$ cat src/rtl/alu_pipe.sv
// alu_pipe: two-stage pipelined signed ALU with valid/ready handshaking,
// sticky overflow flag and a completed-operation counter.
// Optional build macro: ALU_SATURATE_EN (clamp ADD/SUB results on overflow).
module alu_pipe #(
    parameter int WIDTH = 10,
    parameter int CNT_W = 16
) (
    input  logic             i_clk,
    input  logic             i_rst,
    input  logic             i_valid,
    output logic             o_ready,
    input  logic [WIDTH-1:0] i_arg0,
    input  logic [WIDTH-1:0] i_arg1,
    input  logic [2:0]       i_oper,
    output logic             o_valid,
    input  logic             i_ready,
    output logic [WIDTH-1:0] o_result,
    output logic [3:0]       o_flag,
    input  logic             i_ovf_clr,
    output logic             o_ovf_sticky,
    output logic [CNT_W-1:0] o_op_count
);

    typedef enum logic [2:0] {
        OP_ADD  = 3'd0,
        OP_SUB  = 3'd1,
        OP_MAX  = 3'd2,
        OP_MIN  = 3'd3,
        OP_AND  = 3'd4,
        OP_ORR  = 3'd5,
        OP_XOR  = 3'd6,
        OP_XNOR = 3'd7
    } op_e;

`ifdef ALU_SATURATE_EN
    localparam logic [WIDTH-1:0] SAT_MAX = {1'b0, {(WIDTH-1){1'b1}}};
    localparam logic [WIDTH-1:0] SAT_MIN = {1'b1, {(WIDTH-1){1'b0}}};
`endif

    // Stage 1: captured operands
    logic             s1_v_q, s1_v_d;
    logic [WIDTH-1:0] s1_a_q, s1_a_d;
    logic [WIDTH-1:0] s1_b_q, s1_b_d;
    op_e              s1_op_q, s1_op_d;

    // Stage 2: result and flags
    logic             s2_v_q, s2_v_d;
    logic [WIDTH-1:0] res_q, res_d;
    logic [3:0]       flag_q, flag_d;

    logic             sticky_q, sticky_d;
    logic [CNT_W-1:0] cnt_q, cnt_d;

    logic             s2_load, accept, handoff;
    logic [WIDTH:0]   sum_w, dif_w;
    logic             a_lt_b;
    logic [WIDTH-1:0] alu_res;
    logic             alu_ovf;

    // Handshake: S2 may load when empty or draining; S1 may accept when it can move on
    always_comb begin
        s2_load = !s2_v_q || i_ready;
        o_ready = !s1_v_q || s2_load;
        accept  = i_valid && o_ready;
        handoff = s2_v_q && i_ready;
    end

    // ALU datapath on stage-1 operands; overflow is a sign disagreement of the
    // sign-extended (WIDTH+1)-bit result, equivalent to the operand-sign rules
    always_comb begin
        sum_w   = {s1_a_q[WIDTH-1], s1_a_q} + {s1_b_q[WIDTH-1], s1_b_q};
        dif_w   = {s1_a_q[WIDTH-1], s1_a_q} - {s1_b_q[WIDTH-1], s1_b_q};
        a_lt_b  = $signed(s1_a_q) < $signed(s1_b_q);
        alu_res = '0;
        alu_ovf = 1'b0;
        unique case (s1_op_q)
            OP_ADD: begin
                alu_res = sum_w[WIDTH-1:0];
                alu_ovf = sum_w[WIDTH] ^ sum_w[WIDTH-1];
`ifdef ALU_SATURATE_EN
                if (alu_ovf) alu_res = sum_w[WIDTH] ? SAT_MIN : SAT_MAX;
`endif
            end
            OP_SUB: begin
                alu_res = dif_w[WIDTH-1:0];
                alu_ovf = dif_w[WIDTH] ^ dif_w[WIDTH-1];
`ifdef ALU_SATURATE_EN
                if (alu_ovf) alu_res = dif_w[WIDTH] ? SAT_MIN : SAT_MAX;
`endif
            end
            OP_MAX:  alu_res = a_lt_b ? s1_b_q : s1_a_q;
            OP_MIN:  alu_res = ($signed(s1_b_q) < $signed(s1_a_q)) ? s1_b_q : s1_a_q;
            OP_AND:  alu_res = s1_a_q & s1_b_q;
            OP_ORR:  alu_res = s1_a_q | s1_b_q;
            OP_XOR:  alu_res = s1_a_q ^ s1_b_q;
            OP_XNOR: alu_res = ~(s1_a_q ^ s1_b_q);
            default: alu_res = '0;
        endcase
    end

    // Next-state for both stages, sticky flag and handoff counter
    always_comb begin
        s1_v_d   = s1_v_q;
        s1_a_d   = s1_a_q;
        s1_b_d   = s1_b_q;
        s1_op_d  = s1_op_q;
        s2_v_d   = s2_v_q;
        res_d    = res_q;
        flag_d   = flag_q;
        sticky_d = sticky_q;
        cnt_d    = cnt_q;

        if (accept) begin
            s1_v_d  = 1'b1;
            s1_a_d  = i_arg0;
            s1_b_d  = i_arg1;
            s1_op_d = op_e'(i_oper);
        end else if (s2_load) begin
            s1_v_d = 1'b0;
        end

        if (s2_load) begin
            s2_v_d = s1_v_q;
            // Result only changes when a real beat moves in, keeping o_result quiet otherwise
            if (s1_v_q) begin
                res_d  = alu_res;
                flag_d = {alu_ovf, alu_res[WIDTH-1], (alu_res == '0), ^alu_res};
            end
        end

        // Set on an overflowing handoff takes priority over clear
        if (handoff && flag_q[3])
            sticky_d = 1'b1;
        else if (i_ovf_clr)
            sticky_d = 1'b0;

        cnt_d = cnt_q + {{(CNT_W-1){1'b0}}, handoff};
    end

    // State registers with synchronous reset
    always_ff @(posedge i_clk) begin
        if (i_rst) begin
            s1_v_q   <= 1'b0;
            s1_a_q   <= '0;
            s1_b_q   <= '0;
            s1_op_q  <= OP_ADD;
            s2_v_q   <= 1'b0;
            res_q    <= '0;
            flag_q   <= '0;
            sticky_q <= 1'b0;
            cnt_q    <= '0;
        end else begin
            s1_v_q   <= s1_v_d;
            s1_a_q   <= s1_a_d;
            s1_b_q   <= s1_b_d;
            s1_op_q  <= s1_op_d;
            s2_v_q   <= s2_v_d;
            res_q    <= res_d;
            flag_q   <= flag_d;
            sticky_q <= sticky_d;
            cnt_q    <= cnt_d;
        end
    end

    assign o_valid      = s2_v_q;
    assign o_result     = res_q;
    assign o_flag       = flag_q;
    assign o_ovf_sticky = sticky_q;
    assign o_op_count   = cnt_q;

endmodule

$ cat config.mk
export PLATFORM = sky130hd
export DESIGN_NAME = alu_pipe
export DESIGN_NICKNAME = d
export VERILOG_FILES = /design/src/rtl/alu_pipe.sv
export SDC_FILE = /design/constraint.sdc
export NUM_CORES = 1
export LEC_CHECK = 0
export CAP_MARGIN = 20
export CORE_MARGIN = 4
export CORE_UTILIZATION = 55
export DETAILED_ROUTE_END_ITERATION = 12
export PLACE_DENSITY_LB_ADDON = 0.05
export SLEW_MARGIN = 5
export SYNTH_ARGS = -nofsm -noshare
export SYNTH_HDL_FRONTEND = slang
export SYNTH_SLANG_ARGS = --single-unit
$ cat constraint.sdc
create_clock -name i_clk -period 4.3 [get_ports i_clk]
set_input_delay 0.86 -clock i_clk [delete_from_list [all_inputs] [get_ports i_clk]]
set_output_delay 0.86 -clock i_clk [all_outputs]
set_load 0.02 [all_outputs]
### Word level (Yosys, flattened, before mapping)

Cells that the tools add are included.

| storage, ports and cells | value |
|---|---|
| bits in registers | 56 |
| output and inout bits | 33 |

| operators by class | value |
|---|---|
| mux-type cells | 8 |
| bitwise logic cells | 6 |
| add/sub/neg operators | 3 |
| reductions and logical operators | 13 |
| equality and inequality tests | 7 |
| magnitude comparators | 2 |

Operator list:

| cell | number |
|---|---|
| $pmux W10 S8 | 1 |
| $lt A10 B10 Y1 | 2 |
| $mux W10 | 2 |
| $add A16 B1 Y16 | 1 |
| $eq A3 B3 Y1 const B | 4 |
| $add A10 B10 Y11 | 1 |
| $sub A10 B10 Y11 | 1 |
| $and A10 B10 Y10 | 1 |
| $logic_not A10 Y1 | 1 |
| $not A10 Y10 | 1 |
| $or A10 B10 Y10 | 1 |
| $reduce_xor A10 Y1 | 1 |
| $xor A10 B10 Y10 | 1 |
| $eq A3 B2 Y1 const B | 2 |
| $mux W1 | 4 |
| $reduce_bool A2 Y1 | 2 |
| $eq A3 B1 Y1 const B | 1 |
| $logic_and A1 B1 Y1 | 3 |
| $logic_not A3 Y1 | 1 |
| $logic_not A1 Y1 | 2 |
| $logic_or A1 B1 Y1 | 2 |
| $pmux W1 S2 | 1 |
| $reduce_and A2 Y1 | 1 |
| $xor A1 B1 Y1 | 2 |

### Depth between registers and ports, before layout

| depth | value |
|---|---|
| depth in word-level cells | 5 |
| depth in mapped cells | 17 |
| depth with buffers taken out | 17 |

### Worst setup path before layout

Ideal clock, no wire load.

| path | value |
|---|---|
| path kind | register -> register |
| start | register s1_a_q[1] |
| end | register flag_q[0], in the netlist o_flag[0] |
| data required time | 4.230 ns |
| data arrival time | 3.391 ns |
| slack | 0.839 ns |
| cell stages (with the launch flop) | 15 |
| buffers on the path | 0 |
| clock period less this slack | 3.461 ns |
| path through | dfxtp_1 > inv_1 > ha_1 > nor3_2 > o31a_1 > o31a_1 > or4_1 > a211o_1 > and4b_4 > ha_1 > xnor2_1 > xnor2_1 > xnor2_1 > nand2_1 > a21oi_1 |

| on the way | value |
|---|---|
| cells in the longest elaborated chain, start to end | 4 |

RTL lines:

| what | RTL line | source |
|---|---|---|
| start, declared | 42 | `logic [WIDTH-1:0] s1_a_q, s1_a_d;` |
| start signal, assigned | 144 | `s1_a_q <= '0;` |
| start signal, assigned | 154 | `s1_a_q <= s1_a_d;` |
| $lt A10 B10 Y1 (tied with other cells) | 92 | `OP_MIN: alu_res = ($signed(s1_b_q) < $signed(s1_a_q)) ? s1_b_q : s1_a_q;` |
| $mux W10 (tied with other cells) | 92 |  |
| $pmux W10 S8 (*) | 76 | `unique case (s1_op_q)` |
| $reduce_xor A10 Y1 (*) | 127 | `flag_d = {alu_ovf, alu_res[WIDTH-1], (alu_res == '0), ^alu_res};` |
| end signal, assigned | 159 | `flag_q <= flag_d;` |
| end, declared | 49 | `logic [3:0] flag_q, flag_d;` |

Every way passes the cells marked *; elsewhere a longest branch is shown, timed or not.
A chain may end at the register's enable or synchronous reset.

### Worst setup path after layout

| path | value |
|---|---|
| start | register s1_a_q[2] |
| end | register flag_q[0], in the netlist o_flag[0] |

Same word-level chain as after synthesis.

==> impl_metrics.py <==
metrics = {
    "synthesis": {
        "ys_seq_area_frac": 0.2651,
        "syn_nets": 617,
        "synth_area_um2": 4154,
        "ys_warn_count": 0,
        "synth_area_leaders": "dfxtp_1 (27%), ha_1 (11%), nand2_1 (7.6%), a21oi_1 (5.8%), nor2_1 (3.7%)",
        "yosys.area.top_type_share": 0.2651,
        "async_flop_share": 0,
        "post-synth-top-area-cell": "dfxtp_1",
        "syn_inst": 550,
        "synth_top_flop_cell": "dfxtp_1",
        "ys_ff_latch": 55,
        "ys_types": 66,
        "synth_edf_count": 0,
        "syn-mean-instance-area_um2": 7.553,
    },
    "final_layout": {
        "nets": 658,
        "diodes": 0,
        "fillers": 653,
        "fin_area_um2": 4898,
        "most-common-layout-cells": "nand2_1 (84), clkdlybuf4s50_1 (59), dfxtp_1 (55)",
        "utilization": 0.6718,
        "area_growth_pct": 17.92,
        "drive_gt1_frac": 0.04730,
        "layout_commonest_cell": "nand2_1",
    },
    "global_routing": {
        "grt.overflow.total": 0,
        "track_usage": 0.2688,
        "antenna_found_initial": 0,
        "grt_first_pass_wirelength_um": 19000,
        "grt_pass1_vias": 3875,
        "grt_max_degree": 56,
    },
    "routing": {
        "viasPerCell": 5.915,
        "ant_nets": 0,
        "firstDrtPassIters": 5,
        "wl_um": 11840,
        "wl_per_cell_um": 17.14,
        "drt_iter0_drc": 256,
        "vias": 4087,
        "drc_errors": 0,
    },
    "cts": {
        "clk_pin_slew_ns": 0.10,
        "clockBufferDepth": 2,
        "cts_tree": "done",
        "htreeDepth": 2,
        "cts-root-buf": "clkbuf_8",
        "cts_buffers": 5,
        "post_cts_buffers": 0,
        "cts_resized": 0,
        "cts_sinks": 55,
        "hold_buffers": 0,
        "clk_latency_ns": 0.31,
    },
    "pwr": {
        "power.density_nw_per_um2": 285.9,
        "p_leak_nw": 1.878,
        "ir_worst_vdd_mv": 0.1922,
    },
    "floorplan": {
        "core-area_um2": 7292,
        "die_area_um2": 9007,
        "rows": 31,
        "die_w_um": 94.91,
        "fp.dieH_um": 94.91,
        "pin_count": 61,
        "start_util": 0.5697,
    },
    "sta": {
        "setup_violations": 0,
        "timing.fmax_mhz": 254.8,
        "skew_ns": 0.006318,
        "rsz0062_at_grt": "no",
        "fin_crit_sh": 0.9126,
        "finalHoldViolCount": 0,
        "slew_viol_final": 0,
        "hold_ws_ns": 0.4785,
        "setup_tns_ns": 0,
        "slew_headroom": 0.3243,
        "worst_slew_pin_slew_ns": 1.014,
        "layout_min_cycle_time_ns": 3.924,
    },
    "setup_path": {
        "crit_fanout": 11,
        "required_ns": 4.54,
        "r2r_setup_slack_ns": 0.38,
        "startpoint_type": "flop",
        "crit_type": "reg -> reg",
        "r2r_cells": 14,
        "end_kind": "flop",
        "worstPathArrival_ns": 4.17,
    },
    "placement": {
        "place_congestion": 0.9524,
        "placed_area_um2": 4787,
        "hpwlAfterDp_um": 9007,
        "io_buffers": 60,
    },
    "min_path": {
        "holdCritPathClass": "reg -> reg",
        "whs_path_depth": 2,
    },
    "outcome": {
        "status": "complete, no violations",
    },
    "flow_run": {
        "cap_violations": 0,
    },
}
state kept, by name, indices dropped and copies added (netlist names):
signal	flops
o_flag	4
o_result	9
o_valid	1
o_op_count	16
o_ovf_sticky	1
s1_a_q	10
s1_b_q	10
s1_v_q	1
s1_op_q	3
layout make-up:
class	instances	area (um^2)	area share
Multi-Input combinational cell	430	2786	0.5688
Sequential cell	55	1101	0.2248
Timing Repair Buffer	69	663.1	0.1354
Tap cell	99	123.9	0.02529
Inverter	30	112.6	0.02299
Clock buffer	6	72.57	0.01481
Clock inverter	2	38.79	0.007918
report_power, final:
part | switching (mW) | total [mW] | internal, mW
Combinational | 0.276 | 0.488 | 0.212
Clock | 0.175 | 0.351 | 0.176
Sequential | 0.0273 | 0.561 | 0.534
worst max-delay path, cell delays in order (launching register included):
cell     delay [ns]
dfxtp_1        0.41
inv_1          0.06
ha_1           0.53
and2b_1        0.25
o31a_1         0.29
o31a_1         0.28
or4_1          0.52
a211o_1        0.31
and4b_4        0.21
ha_1           0.28
xnor2_1        0.19
xnor2_1        0.16
xnor2_1        0.15
nand2_1        0.07
a21oi_1        0.14
Yosys cell counts, types with 4 or more instances:
cell,count
ha_1,37
inv_1,30
nor2_1,41
nand2b_1,9
xor2_1,11
dfxtp_1,55
a21oi_1,48
nor4_1,4
and3_1,6
clkbuf_1,23
and2_1,4
xnor2_1,14
nand2_1,84
nor2b_1,12
nand3_1,15
o311a_1,4
buf_1,6
or4_1,4
nor3_1,14
or3_1,8
a211oi_1,9
o21ai_0,27
mux2i_1,12
o21ai_1,4
o211ai_1,4
metrics by stage:
stage / power (mW) / std cells / worst slack (ns)
finish: 1.400 / 691 / 0.3757
floorplan: 0.9130 / 550 / 0.8390
global route: 1.476 / 691 / 0.1546
CTS: 1.402 / 691 / 0.3953
detailed placement: 1.052 / 683 / 0.4269
global placement: 1.046 / 683 / 0.4975
cells by family after synthesis:
| kind of cell | after synthesis | share of synthesized area |
|---|---|---|
| compound gates | 137 | 0.2148 |
| xor+xnor | 25 | 0.05271 |
| fa+ha+maj | 39 | 0.1211 |
| buf+inv | 65 | 0.06416 |
| flops | 55 | 0.2651 |
| mux | 12 | 0.02892 |
| simple gates | 217 | 0.2533 |
per-layer routing:
metal | part of all wire | vias up | GRT usage
met3 | 0.086 | 25 | 0.05657
met4 | 0.026 | 0 | 0.09736
met1 | 0.44 | 1886 | 0.3606
li1 | - | 2003 | -
met5 | 0 | - | 0
met2 | 0.45 | 173 | 0.4245
final timing paths:
kind                                  from                        to
setup / recovery    s1_a_q[2]$_SDFFE_PP0P_    o_flag[0]$_SDFFE_PP0P_
hold / removal    o_result[2]$_SDFFE_PP0P_  o_result[2]$_SDFFE_PP0P_
setup reg to reg    s1_a_q[2]$_SDFFE_PP0P_    o_flag[0]$_SDFFE_PP0P_
hold reg to reg   o_result[2]$_SDFFE_PP0P_  o_result[2]$_SDFFE_PP0P_
Power figures use the tool's default switching activity.
